## src/rtl/lcd_pkg.sv

```systemverilog
// Shared constants for the LCD refresh scheduler: FSM state encoding, HD44780 opcodes,
// frame geometry and interval-timer width.
package lcd_pkg;

  typedef enum logic [2:0] {
    ST_IDLE,
    ST_CLEAR,
    ST_CLEAR_WAIT,
    ST_SET_ADDR,
    ST_FETCH,
    ST_LATCH,
    ST_WRITE,
    ST_WAIT_REFRESH
  } state_t;

  localparam int INSTR_W      = 10;
  localparam int TMR_W        = 26;
  localparam int LCD_LINE_LEN = 16;
  localparam int LCD_CHARS    = 32;
  localparam int IDX_W        = $clog2(LCD_CHARS);

  localparam logic [7:0] CMD_CLEAR    = 8'h01;
  localparam logic [7:0] CMD_DDRAM_L1 = 8'h80;
  localparam logic [7:0] CMD_DDRAM_L2 = 8'hC0;

  localparam logic [1:0] RSRW_CMD  = 2'b00;
  localparam logic [1:0] RSRW_DATA = 2'b10;

  localparam logic [IDX_W-1:0] IDX_L1_END   = IDX_W'(LCD_LINE_LEN - 1);
  localparam logic [IDX_W-1:0] IDX_L2_START = IDX_W'(LCD_LINE_LEN);
  localparam logic [IDX_W-1:0] IDX_LAST     = IDX_W'(LCD_CHARS - 1);

  function automatic logic [INSTR_W-1:0] lcd_cmd(input logic [7:0] op);
    return {RSRW_CMD, op};
  endfunction

  function automatic logic [INSTR_W-1:0] lcd_data(input logic [7:0] ch);
    return {RSRW_DATA, ch};
  endfunction

endpackage

```

## src/rtl/lcd_refresh_scheduler_if.sv

```systemverilog
// Instruction handshake between the refresh scheduler (master) and the LCD transmit FSM (slave).
interface lcd_refresh_scheduler_if;
  import lcd_pkg::*;

  logic               instr_fsm_enable;
  logic [INSTR_W-1:0] instruction;
  logic               instr_fsm_done;

  modport master (output instr_fsm_enable, output instruction, input  instr_fsm_done);
  modport slave  (input  instr_fsm_enable, input  instruction, output instr_fsm_done);
endinterface

```

## src/rtl/lcd_interval_timer.sv

```systemverilog
// Loadable down-counter; o_tc is high for the one cycle the loaded count has run out.
module lcd_interval_timer
  import lcd_pkg::*;
#(
  parameter int W = TMR_W
) (
  input  logic         clk,
  input  logic         reset,
  input  logic         i_clear,
  input  logic         i_load,
  input  logic [W-1:0] i_load_val,
  output logic         o_tc
);

  logic [W-1:0] r_cnt;
  logic         r_active;

  always_ff @(posedge clk or posedge reset) begin
    if (reset) begin
      r_cnt    <= '0;
      r_active <= 1'b0;
    end else if (i_clear) begin
      r_cnt    <= '0;
      r_active <= 1'b0;
    end else if (i_load) begin
      r_cnt    <= i_load_val;
      r_active <= 1'b1;
    end else if (r_active) begin
      if (r_cnt == '0) r_active <= 1'b0;
      else             r_cnt    <= r_cnt - 1'b1;
    end
  end

  // Loading N-1 makes the terminal count land N cycles after the load edge
  assign o_tc = r_active && (r_cnt == '0);

endmodule

```

## src/rtl/lcd_refresh_scheduler.sv

```systemverilog
// Periodic 2x16 frame writer for an HD44780-style panel, run once power-on init is done.
// Optional macro LCD_CLEAR_BEFORE_REFRESH_EN: prefix every frame with Clear Display + wait.
module lcd_refresh_scheduler
  import lcd_pkg::*;
#(
  parameter int REFRESH_CYCLES = 50_000_000
`ifdef LCD_CLEAR_BEFORE_REFRESH_EN
  , parameter int CLEAR_WAIT_CYCLES = 82_000
`endif
) (
  input  logic                    clk,
  input  logic                    reset,
  input  logic                    i_init_done,
  input  logic                    i_refresh_req,
  input  logic [7:0]              i_char_data,
  output logic [IDX_W-1:0]        o_char_addr,
  output logic                    o_busy,
  output logic                    o_frame_done,
  lcd_refresh_scheduler_if.master bus
);

  localparam logic [TMR_W-1:0] REFRESH_VAL = TMR_W'(REFRESH_CYCLES - 1);

`ifdef LCD_CLEAR_BEFORE_REFRESH_EN
  localparam logic [TMR_W-1:0]   CLEAR_VAL   = TMR_W'(CLEAR_WAIT_CYCLES - 1);
  localparam state_t             START_ST    = ST_CLEAR;
  localparam logic [INSTR_W-1:0] START_INSTR = {RSRW_CMD, CMD_CLEAR};
`else
  localparam state_t             START_ST    = ST_SET_ADDR;
  localparam logic [INSTR_W-1:0] START_INSTR = {RSRW_CMD, CMD_DDRAM_L1};
`endif

  state_t             r_state;
  logic               r_enable;
  logic [INSTR_W-1:0] r_instr;
  logic [IDX_W-1:0]   r_char_addr;
  logic [IDX_W-1:0]   r_index;
  logic               r_busy;
  logic               r_frame_done;

  logic               w_done;
  logic               w_load_refresh;
  logic               w_tmr_clear;
  logic               w_tmr_load;
  logic [TMR_W-1:0]   w_tmr_val;
  logic               w_tmr_tc;
  logic               w_start;

  // done is only meaningful while a request is outstanding
  assign w_done         = r_enable && bus.instr_fsm_done;
  assign w_load_refresh = i_init_done && (r_state == ST_WRITE) && w_done && (r_index == IDX_LAST);
  assign w_tmr_clear    = !i_init_done || ((r_state == ST_WAIT_REFRESH) && i_refresh_req);
  assign w_start        = (r_state == ST_IDLE) || w_tmr_tc || i_refresh_req;

`ifdef LCD_CLEAR_BEFORE_REFRESH_EN
  logic w_load_clear;
  assign w_load_clear = i_init_done && (r_state == ST_CLEAR) && w_done;
  assign w_tmr_load   = w_load_refresh || w_load_clear;
  assign w_tmr_val    = w_load_clear ? CLEAR_VAL : REFRESH_VAL;
`else
  assign w_tmr_load   = w_load_refresh;
  assign w_tmr_val    = REFRESH_VAL;
`endif

  lcd_interval_timer #(.W(TMR_W)) u_timer (
    .clk        (clk),
    .reset      (reset),
    .i_clear    (w_tmr_clear),
    .i_load     (w_tmr_load),
    .i_load_val (w_tmr_val),
    .o_tc       (w_tmr_tc)
  );

  always_ff @(posedge clk or posedge reset) begin
    if (reset) begin
      r_state      <= ST_IDLE;
      r_enable     <= 1'b0;
      r_instr      <= '0;
      r_char_addr  <= '0;
      r_index      <= '0;
      r_busy       <= 1'b0;
      r_frame_done <= 1'b0;
    end else if (!i_init_done) begin
      // Losing init abandons whatever is in flight; the next frame starts from scratch
      r_state      <= ST_IDLE;
      r_enable     <= 1'b0;
      r_instr      <= '0;
      r_char_addr  <= '0;
      r_index      <= '0;
      r_busy       <= 1'b0;
      r_frame_done <= 1'b0;
    end else begin
      r_frame_done <= 1'b0;
      case (r_state)
        ST_IDLE, ST_WAIT_REFRESH: begin
          if (w_start) begin
            r_state  <= START_ST;
            r_instr  <= START_INSTR;
            r_enable <= 1'b1;
            r_busy   <= 1'b1;
            r_index  <= '0;
          end
        end
`ifdef LCD_CLEAR_BEFORE_REFRESH_EN
        ST_CLEAR: begin
          if (w_done) begin
            r_enable <= 1'b0;
            r_state  <= ST_CLEAR_WAIT;
          end
        end
        ST_CLEAR_WAIT: begin
          if (w_tmr_tc) begin
            r_state  <= ST_SET_ADDR;
            r_instr  <= lcd_cmd(CMD_DDRAM_L1);
            r_enable <= 1'b1;
          end
        end
`endif
        ST_SET_ADDR: begin
          // Entered with enable low only from the line-1 end, which gives the low gap
          if (!r_enable) begin
            r_instr  <= lcd_cmd((r_index == IDX_L2_START) ? CMD_DDRAM_L2 : CMD_DDRAM_L1);
            r_enable <= 1'b1;
          end else if (w_done) begin
            r_enable    <= 1'b0;
            r_char_addr <= r_index;
            r_state     <= ST_FETCH;
          end
        end
        ST_FETCH: r_state <= ST_LATCH;
        ST_LATCH: begin
          r_instr  <= lcd_data(i_char_data);
          r_enable <= 1'b1;
          r_state  <= ST_WRITE;
        end
        ST_WRITE: begin
          if (w_done) begin
            r_enable <= 1'b0;
            if (r_index == IDX_LAST) begin
              r_index      <= '0;
              r_busy       <= 1'b0;
              r_frame_done <= 1'b1;
              r_state      <= ST_WAIT_REFRESH;
            end else if (r_index == IDX_L1_END) begin
              r_index <= r_index + 1'b1;
              r_state <= ST_SET_ADDR;
            end else begin
              r_index     <= r_index + 1'b1;
              r_char_addr <= r_index + 1'b1;
              r_state     <= ST_FETCH;
            end
          end
        end
        default: r_state <= ST_IDLE;
      endcase
    end
  end

  assign bus.instr_fsm_enable = r_enable;
  assign bus.instruction      = r_instr;
  assign o_char_addr          = r_char_addr;
  assign o_busy               = r_busy;
  assign o_frame_done         = r_frame_done;

endmodule

```

## src/flat_wrapper.sv

```systemverilog
// flat-port wrapper written by rule: the top's interface ports become plain ports
module lcd_refresh_scheduler_flat import lcd_pkg::*;
#(
  parameter int REFRESH_CYCLES = 50_000_000

)
  (clk, reset, i_init_done, i_refresh_req, i_char_data, o_char_addr, o_busy, o_frame_done, bus_instr_fsm_enable, bus_instruction, bus_instr_fsm_done);
  lcd_refresh_scheduler_if bus_i ();
  input  logic clk;
  input  logic reset;
  input  logic i_init_done;
  input  logic i_refresh_req;
  input  logic [7:0] i_char_data;
  output logic [IDX_W-1:0] o_char_addr;
  output logic o_busy;
  output logic o_frame_done;
  output wire logic [$bits(bus_i.instr_fsm_enable)-1:0] bus_instr_fsm_enable;
  output wire logic [$bits(bus_i.instruction)-1:0] bus_instruction;
  input wire logic [$bits(bus_i.instr_fsm_done)-1:0] bus_instr_fsm_done;
  assign bus_instr_fsm_enable = bus_i.instr_fsm_enable;
  assign bus_instruction = bus_i.instruction;
  assign bus_i.instr_fsm_done = bus_instr_fsm_done;
  lcd_refresh_scheduler #(.REFRESH_CYCLES(REFRESH_CYCLES)) u_core (.clk(clk), .reset(reset), .i_init_done(i_init_done), .i_refresh_req(i_refresh_req), .i_char_data(i_char_data), .o_char_addr(o_char_addr), .o_busy(o_busy), .o_frame_done(o_frame_done), .bus(bus_i));
endmodule
```

## config.mk

```make
export PLATFORM = sky130hd
export DESIGN_NAME = lcd_refresh_scheduler_flat
export DESIGN_NICKNAME = d
export VERILOG_FILES = /design/src/rtl/lcd_pkg.sv /design/src/rtl/lcd_refresh_scheduler_if.sv /design/src/rtl/lcd_interval_timer.sv /design/src/rtl/lcd_refresh_scheduler.sv /design/src/flat_wrapper.sv
export SDC_FILE = /design/constraint.sdc
export NUM_CORES = 1
export LEC_CHECK = 0
export CAP_MARGIN = 40
export CORE_MARGIN = 4
export CORE_UTILIZATION = 35
export CTS_BUF_LIST = sky130_fd_sc_hd__clkbuf_16
export DETAILED_ROUTE_END_ITERATION = 8
export GPL_ROUTABILITY_DRIVEN = 1
export PLACE_DENSITY = 0.57
export SYNTH_ARGS = -nofsm -noshare
export SYNTH_HDL_FRONTEND = slang
export SYNTH_SLANG_ARGS = --single-unit
```

## constraint.sdc

```tcl
create_clock -name clk -period 4.25 [get_ports clk]
set_clock_uncertainty 0.1 [all_clocks]
set_input_delay 0.425 -clock clk [delete_from_list [all_inputs] [get_ports clk]]
set_output_delay 0.425 -clock clk [all_outputs]
set_load 0.05 [all_outputs]
```

==> metrics.yaml, run 1 <==
die:
  rows: 33
  die_w_um: 99.3
  start_util_pct: 35.7
  core-area_um2: 8180
  dieArea_um2: 9860
  ioPinCount: 31
  die_y_um: 99.3
routing:
  drt_iter0_drc: 128
  firstDrtPassIters: 4
  wirelength_um: 6340
  vias_per_cell: 5.43
  num_vias: 2331
  antenna_left: 0
  drc_errors: 0
  wl_per_cell_um: 14.8
synthesis:
  synth_seq_cells: 52
  netlist_area_um2: 2920
  yosys-top-cells-area: "dfrtp_1 45%, a21oi_1 3.1%, o31ai_1 3.1%, nor2_1 2.8%, xor2_1 2.7%"
  yosys.area.top_type: "dfrtp_1"
  synthCells: 302
  synthArstFlopShare_pct: 100
  synth.top_cell.area_share_pct: 44.6
  syn_area_per_cell_um2: 9.66
  ys_warn_count: 0
  seq_area_frac_synth_pct: 44.6
  synth_edf_count: 0
  ys_types: 57
  synth_commonest_cells: "52 x dfrtp_1, 22 x nor2_1, 18 x a21oi_1"
  synth_nets: 321
  dominantRegCellSynth: "dfrtp_1"
  post-synth-top-count-cell: "dfrtp_1"
clocking:
  clkSlewWorstSetupHoldPaths_ns: 0.07
  hold_buffers: 0
  htree_levels: 2
  root_buffer: "clkbuf_16"
  cts_sinks: 52
  post_cts_buffers: 0
  cts_tree: "yes"
  cts.path.max_buffers: 2
  cts_made_buffers: 5
  post_cts_resize_count: 0
  clock_latency_ns: 0.29
power:
  power_density_nw_per_um2: 326
  total_leakage_power_nw: 1.44
  total_power_mw: 1.12
  vdd_ir_drop_max_v: 0.000165
worst_setup_path:
  cp_data_required_time_ns: 4.32
  crit_fanout: 9
  r2r-end: "u_core.bus.instruction[6]"
  worstSetupPathType: "reg2reg"
  end_kind: "flop"
  worstSetupStartpointType: "flop"
  reg2reg_setup_slack_ns: 1.33
  reg2reg_depth: 7
  crit_arrival_ns: 2.99
  critical_path.reg2reg.startpoint: "u_core.u_timer.r_cnt[0]"
hold_path:
  hold_path_class: "in2async"
sta:
  final.setup.worst_slack_ns: 1.33
  slew_viol_final: 0
  finalSetupViolations: 0
  fmax_ghz: 0.343
  grt_setup_unrepaired: "no"
  worst_pin_slew_ns: 0.714
  max_slew_margin_pct: 51.8
  fin_tns_setup_ns: 0
  fin_crit_sh_pct: 68.6
  fin_hold_ws_ns: 0.311
  period_needed_ns: 2.92
  hold_viol_final: 0
layout:
  num_antenna_cells: 0
  drive_gt1_share_pct: 8.33
  fin_nets: 342
  syn_to_final_growth_pct: 18.4
  fillers: 796
  final_area_um2: 3450
placed_design:
  gp_congestion: 0.823
  placed_cell_area_um2: 3280
  post-place-ws_ns: 1.06
  hpwl_um: 4570
  port-buffer-count: 29
global_route:
  grt_pass1_wl_um: 11200
  grt_max_degree: 39
  antenna_found_initial: 0
  grt_pass1_vias: 2299
  overflow: 0
  grt_usage_pct: 13.7
flow_run:
  drv_cap: 0
outcome:
  outcome: "finished, final reports clean"
-- cells by family (layout without fill, tap and decap cells) --
logic type / after synthesis / in the layout / synth area share, %
AND/OR/NAND/NOR: 107 / 107 / 20.8
buffers and inverters: 27 / 49 / 4.03
multiplexers: 5 / 5 / 2.15
flip-flops: 52 / 52 / 44.6
XOR/XNOR: 16 / 16 / 4.80
AO/OA/AOI/OAI: 88 / 88 / 20.9
other: 1 / 1 / 0.129
adder cells (fa/ha/maj): 6 / 6 / 2.57
-- cells in the final DEF, fill, tap and decap left out, types with 2 or more instances in the layout --
cell type and n:
o21ai_0 14, nand2_1 13, mux2_4 2, ha_1 6, o2111ai_1 4, dfrtp_1 52
o31ai_1 12, a22o_1 6, nor3_1 9, inv_1 9, xnor2_1 7, and3_1 4
o31a_1 2, nor2b_1 3, and2_1 2, nand4_1 4, o211ai_1 7, xor2_1 9
o21ai_4 2, nand2b_1 4, a21o_1 2, nor4b_1 4, nor4_1 5, clkdlybuf4s50_1 29
nor2_1 22, or4_1 5, a21oi_1 18, nand3_1 10, or3_1 9, or2_2 5
clkbuf_16 5, a31oi_1 11, or4_4 2
-- sequential cells by signal (all words and copies together) (netlist names) --
signal,cells
u_core.bus.instr_fsm_enable,1
u_core.bus.instruction,9
u_core.o_busy,1
u_core.o_char_addr,5
u_core.o_frame_done,1
u_core.r_index,5
u_core.r_state,3
u_core.u_timer.r_active,1
u_core.u_timer.r_cnt,26
-- metal layers --
metal / track usage [%] / vias up / part of all wire (%)
met3: 2.24 / 4 / 3.4
met4: 3.68 / 0 / 0.80
met2: 21.8 / 37 / 46
met1: 19.4 / 1121 / 50
met5: 0 / - / 0
li1: - / 1169 / -
-- through the flow --
| step | utilization, % | cells |
|---|---|---|
| after floorplan | - | 302 |
| after global placement | 39.9 | 420 |
| after detailed placement | 40.1 | 421 |
| after CTS | 42.2 | 429 |
| after global routing | 42.2 | 429 |
| final | 42.2 | 429 |
-- critical path: stages (launching register included) --
cell	delay, ns
dfrtp_1	0.40
inv_1	0.09
ha_1	0.19
nor4b_1	0.60
nand4_1	0.50
o21ai_4	0.44
nand2_4	0.16
mux2_4	0.32
-- worst max-delay path by stage --
stage                       startpoint                        end  slack (ns)  depth (start not counted)
2_1_floorplan  u_core.u_timer.r_cnt[0]    u_core.u_timer.r_cnt[1]        1.76                          7
3_3_place_gp               i_init_done    u_core.u_timer.r_cnt[9]        1.10                          6
3_5_place_dp               i_init_done    u_core.u_timer.r_cnt[9]        1.06                          6
4_1_cts        u_core.u_timer.r_cnt[0]  u_core.bus.instruction[6]        1.32                          7
5_1_grt        u_core.u_timer.r_cnt[0]  u_core.bus.instruction[7]        0.94                          7
6_report       u_core.u_timer.r_cnt[0]  u_core.bus.instruction[6]        1.33                          7
-- report_power, final --
group	leakage [nW]	switching [mW]	internal, mW	total, mW
clock	0.0804	0.181	0.280	0.461
combinational	0.643	0.0795	0.0549	0.134
sequential	0.719	0.0247	0.504	0.529
-- final cells by class --
type	instances	area (um2)	area share, %
clock inverters	3	46.3	1.34
multi-input cells	223	1500	43.4
inverters	11	41.3	1.20
flip-flops and latches	52	1300	37.7
repair buffers	30	310	8.99
well taps	105	131	3.80
clock buffers	5	125	3.62
No activity file was read; power rests on OpenSTA's default activity.
==> inputs of run 2 (changes only) <==
==> constraint.sdc (replaced) <==
create_clock -name clk -period 2.9 [get_ports clk]
set_clock_uncertainty 0.1 [all_clocks]
set_input_delay 0.29 -clock clk [delete_from_list [all_inputs] [get_ports clk]]
set_output_delay 0.29 -clock clk [all_outputs]
set_load 0.05 [all_outputs]
==> run 2 against run 1 <==
  * Die area stayed put
  * Critical path depth is 2 lower
  * Core utilization is 0.84 points higher
  * Final cell count is 2.8% higher
  * Hold slack worse by 0.14 ns
  * Largest cell class unchanged
  * Non-clock buffer count is 12 higher
  * First-iteration DRC count is 5.5% higher
==> metrics.yaml, run 2 (synthesis gave the netlist of run 1 again) <==
clocking:
  cts_tree: "yes"
  htree_levels: 2
  clock_latency_ns: 0.29
  post_cts_resize_count: 0
  hold_buffers: 0
  cts_made_buffers: 5
  post_cts_buffers: 0
  clkSlewWorstSetupHoldPaths_ns: 0.07
  cts_sinks: 52
  cts.path.max_buffers: 2
  root_buffer: "clkbuf_16"
sta:
  grt_setup_unrepaired: "no"
  max_slew_margin_pct: 59.2
  fmax_ghz: 0.375
  period_needed_ns: 2.67
  hold_viol_final: 0
  fin_hold_ws_ns: 0.168
  finalSetupViolations: 0
  worst_pin_slew_ns: 0.603
  fin_crit_sh_pct: 91.9
  slew_viol_final: 0
  fin_tns_setup_ns: 0
layout:
  fin_nets: 354
  regMostFlops: "u_core.u_timer.r_cnt"
  fillers: 822
  largest_register_ffs: 26
  num_antenna_cells: 0
  final_area_um2: 3520
  mostFrequentLayoutCells: "52 x dfrtp_1, 29 x clkdlybuf4s50_1, 22 x nor2_1"
  drive_gt1_share_pct: 11.0
  final_common_cell: "dfrtp_1"
  syn_to_final_growth_pct: 20.8
routing:
  drc_errors: 0
  wl_per_cell_um: 15.3
  drt_iter0_drc: 135
  antenna_left: 0
  num_vias: 2385
  vias_per_cell: 5.41
  firstDrtPassIters: 4
  wirelength_um: 6730
outcome:
  outcome: "finished, final reports clean"
power:
  p_int_mw: 1.23
  power_frac_clock_pct: 40.4
  total_leakage_power_nw: 1.49
  power_density_nw_per_um2: 466
  switchingPower_mw: 0.417
  sequentialPowerShare_pct: 47.1
  vdd_ir_drop_max_v: 0.000208
  power_frac_comb_pct: 12.4
  switching_share_pct: 25.4
global_route:
  grt_usage_pct: 14.3
  grt_pass1_wl_um: 11600
  grt_pass1_vias: 2333
  antenna_found_initial: 0
  overflow: 0
  grt_max_degree: 22
placed_design:
  placed_cell_area_um2: 3360
  port-buffer-count: 29
  hpwl_um: 4790
  gp_congestion: 0.824
die:
  core-area_um2: 8180
  die_y_um: 99.3
  ioPinCount: 31
  start_util_pct: 35.7
  rows: 33
  die_w_um: 99.3
  dieArea_um2: 9860
worst_setup_path:
  cp_data_required_time_ns: 2.98
  crit_fanout: 13
  crit_arrival_ns: 2.74
  end_kind: "flop"
  worstSetupPathType: "reg2reg"
  worstSetupStartpointType: "flop"
  reg2reg_setup_slack_ns: 0.23
hold_path:
  hold_path_class: "in2async"
flow_run:
  drv_cap: 0
-- run 2: metrics by stage --
| stage | total power [mW] | setup WS [ns] | utilization [%] | instances |
|---|---|---|---|---|
| after floorplan | 0.923 | 0.414 | - | 302 |
| after global placement | 0.993 | 0.264 | 41.1 | 433 |
| after detailed placement | 0.993 | 0.241 | 41.1 | 433 |
| after CTS | 1.67 | 0.234 | 43.1 | 441 |
| after global routing | 1.72 | 0.0472 | 43.1 | 441 |
| final | 1.64 | 0.234 | 43.1 | 441 |
-- run 2: metal layers --
metal / wire length [um] / track usage, %
met5: 0 / 0
met4: 91 / 4.62
met3: 320 / 2.38
met2: 3180 / 22.7
met1: 3140 / 20.0
-- run 2: final timing paths --
| check | start | endpoint | cells after the start |
|---|---|---|---|
| max | u_core.u_timer.r_cnt[16] | u_core.bus.instruction[7] | 5 |
| min reg2reg | u_core.bus.instruction[9] | u_core.bus.instruction[9] | 1 |
| min | reset | u_core.u_timer.r_cnt[9] | 2 |
| max in group asynchronous | reset | u_core.u_timer.r_cnt[22] | 3 |
| max reg2reg | u_core.u_timer.r_cnt[16] | u_core.bus.instruction[7] | 5 |
| min in group clk | u_core.bus.instruction[9] | u_core.bus.instruction[9] | 1 |
-- run 2: power by group through the flow --
stage	registers, mW	clock network [mW]	logic [mW]
floorplan	0.796	0	0.127
finish	0.774	0.664	0.204
global route	0.778	0.713	0.226
CTS	0.774	0.686	0.206
detailed placement	0.787	0	0.205
global placement	0.787	0	0.205
-- run 2: layout make-up --
| class | instances | area [um2] | share of cell area (%) |
|---|---|---|---|
| Clock buffer | 5 | 125 | 3.55 |
| Clock inverter | 3 | 37.5 | 1.07 |
| Inverter | 11 | 41.3 | 1.17 |
| Multi-Input combinational cell | 223 | 1500 | 42.5 |
| Sequential cell | 52 | 1300 | 36.9 |
| Tap cell | 105 | 131 | 3.73 |
| Timing Repair Buffer | 42 | 388 | 11.0 |
-- run 2: worst max-delay path: stages (launching register included) --
cell	delay, ns
dfrtp_1	0.43
or4_4	0.57
or4b_4	0.62
o21ai_4	0.35
nand2_4	0.15
mux2_4	0.32
==> inputs of run 3 (changes only) <==
--- a/config.mk
+++ b/config.mk
@@ -11,7 +11,7 @@
 export CTS_BUF_LIST = sky130_fd_sc_hd__clkbuf_16
 export DETAILED_ROUTE_END_ITERATION = 8
 export GPL_ROUTABILITY_DRIVEN = 1
-export PLACE_DENSITY = 0.57
+export PLACE_DENSITY = 0.63
 export SYNTH_ARGS = -nofsm -noshare
 export SYNTH_HDL_FRONTEND = slang
 export SYNTH_SLANG_ARGS = --single-unit
==> run 3 against run 2 <==
  * Sequential power is essentially flat
  * Critical path type unchanged
  * Via count is 1.3% higher
  * Critical endpoint is now u_core.bus.instruction[6]
  * Final area is 0.64% lower
  * Fmax about the same
  * Routed wire length fell by 0.21%
  * Flip-flop and latch count unchanged
  * Total power fell by 3.7%
  * Critical path depth did not move
  * Register-to-register slack about the same
  * Largest power group unchanged
  * Core utilization decreased by 0.28 points
  * First-iteration DRC count decreased by 1.5%
  * Sequential share of layout area up 0.24 points
==> metrics.yaml, run 3 (synthesis gave the netlist of run 1 again) <==
die:
  ioPinCount: 31
  core-area_um2: 8180
  rows: 33
  die_w_um: 99.3
  die_y_um: 99.3
  start_util_pct: 35.7
  dieArea_um2: 9860
worst_setup_path:
  cp_num_buf_inv: 0
  cp_data_required_time_ns: 2.98
  critical_path.reg2reg.startpoint: "u_core.u_timer.r_cnt[21]"
  reg2reg_setup_slack_ns: 0.23
  cp_slowest_cell: "or4b_4"
  r2r-end: "u_core.bus.instruction[6]"
  crit_fanout: 13
  cp_cell_sequence: "or4_4 > or4b_4 > o21ai_4 > nand2_4 > mux2_4"
  crit_path_max_incr_delay_ns: 0.66
  worstSetupPathType: "reg2reg"
  worstSetupStartpointType: "flop"
  reg2reg_depth: 5
  critical_path.top_delay_family: "simple AND/OR/NAND/NOR gates"
  crit_arrival_ns: 2.75
  end_kind: "flop"
clocking:
  cts_sinks: 52
  post_cts_resize_count: 0
  cts_tree: "yes"
  hold_buffers: 0
  post_cts_buffers: 0
  cts.path.max_buffers: 2
  clkSlewWorstSetupHoldPaths_ns: 0.07
  cts_made_buffers: 5
  clock_latency_ns: 0.29
  root_buffer: "clkbuf_16"
  htree_levels: 2
routing:
  antenna_left: 0
  wirelength_um: 6720
  firstDrtPassIters: 4
  drt-met1-wl_um: 3220
  vias_per_cell: 5.50
  wl_met3_um: 244
  wl_per_cell_um: 15.3
  drt_iter0_drc: 133
  drc_errors: 0
  top_layer_used: "met4"
  num_vias: 2415
  route.met2.wl_um: 3120
sta:
  slew_viol_final: 0
  period_needed_ns: 2.67
  hold_viol_final: 0
  worst_pin_slew_ns: 0.648
  fin_tns_setup_ns: 0
  finalSetupViolations: 0
  fin_crit_sh_pct: 91.9
  grt_setup_unrepaired: "no"
  max_slew_margin_pct: 56.6
  fmax_ghz: 0.375
layout:
  seq_area_um2: 1300
  multi_input_area_um2: 1500
  final_area_um2: 3500
  largest_register_ffs: 26
  final_common_cell: "dfrtp_1"
  syn_to_final_growth_pct: 20.0
  fin_nets: 352
  regMostFlops: "u_core.u_timer.r_cnt"
  mostFrequentLayoutCells: "52 x dfrtp_1, 29 x clkdlybuf4s50_1, 22 x nor2_1"
  num_antenna_cells: 0
  drive_gt1_share_pct: 10.8
  fillers: 814
power:
  vdd_ir_drop_max_v: 0.000250
  total_leakage_power_nw: 1.48
  power_density_nw_per_um2: 452
global_route:
  overflow: 0
  grt_pass1_vias: 2435
  grt_max_degree: 31
  grt_pass1_wl_um: 11800
  antenna_found_initial: 0
  grt_usage_pct: 14.5
placed_design:
  placed_cell_area_um2: 3360
  hpwl_um: 4780
  gp_congestion: 0.883
  port-buffer-count: 29
flow_run:
  drv_cap: 0
outcome:
  outcome: "finished, final reports clean"
hold_path:
  hold_path_class: "in2async"
run 3: changes by cell type in the layout (fill, tap and decap cells not counted), sizes merged:
| cell | previous run | this run |
|---|---|---|
| buf | 13 | 11 |
| bufinv | 1 | 0 |
| inv | 10 | 11 |
run 3: how the worst max path moves through the flow:
| stage | startpoint | to | slack [ns] | cells after the start |
|---|---|---|---|---|
| floorplan | u_core.u_timer.r_cnt[0] | u_core.u_timer.r_cnt[1] | 0.41 | 7 |
| global placement | u_core.u_timer.r_cnt[21] | u_core.bus.instruction[6] | 0.27 | 5 |
| detailed placement | u_core.u_timer.r_cnt[21] | u_core.bus.instruction[7] | 0.25 | 5 |
| CTS | u_core.u_timer.r_cnt[21] | u_core.bus.instruction[6] | 0.23 | 5 |
| global route | u_core.u_timer.r_cnt[21] | u_core.bus.instruction[6] | 0.13 | 5 |
| finish | u_core.u_timer.r_cnt[21] | u_core.bus.instruction[6] | 0.23 | 5 |
run 3: metrics by stage:
step / hold WS (ns) / power, mW / utilization, % / setup slack [ns] / cells
after floorplan: 0.330 / 0.923 / - / 0.414 / 302
after global placement: 0.375 / 0.996 / 41.1 / 0.275 / 431
after detailed placement: 0.381 / 1.00 / 41.1 / 0.246 / 431
after CTS: 0.283 / 1.59 / 42.8 / 0.232 / 439
after global routing: 0.309 / 1.64 / 42.8 / 0.128 / 439
final: 0.259 / 1.58 / 42.8 / 0.234 / 439
run 3: routing by layer:
metal / global-route usage (%) / vias to the layer above
li1: - / 1188
met1: 19.9 / 1163
met2: 22.7 / 50
met3: 2.52 / 14
met4: 6.20 / 0
met5: 0 / -
run 3: worst reg2reg max path, stage by stage (launching register included):
cell	delay [ns]
dfrtp_1	0.42
or4_4	0.55
or4b_4	0.66
o21ai_4	0.36
nand2_4	0.15
mux2_4	0.32
run 3: cell type report:
| class | count | share of cell area [%] |
|---|---|---|
| clock buffer | 5 | 3.58 |
| clock inverter | 3 | 0.501 |
| inverter | 11 | 1.18 |
| multi-input combinational | 223 | 42.8 |
| sequential | 52 | 37.2 |
| tap | 105 | 3.75 |
| timing repair buffer | 40 | 11.0 |
run 3: power breakdown:
group	internal [mW]	total [mW]	switching, mW
clock network	0.319	0.595	0.275
logic	0.0875	0.215	0.128
registers	0.739	0.772	0.0326
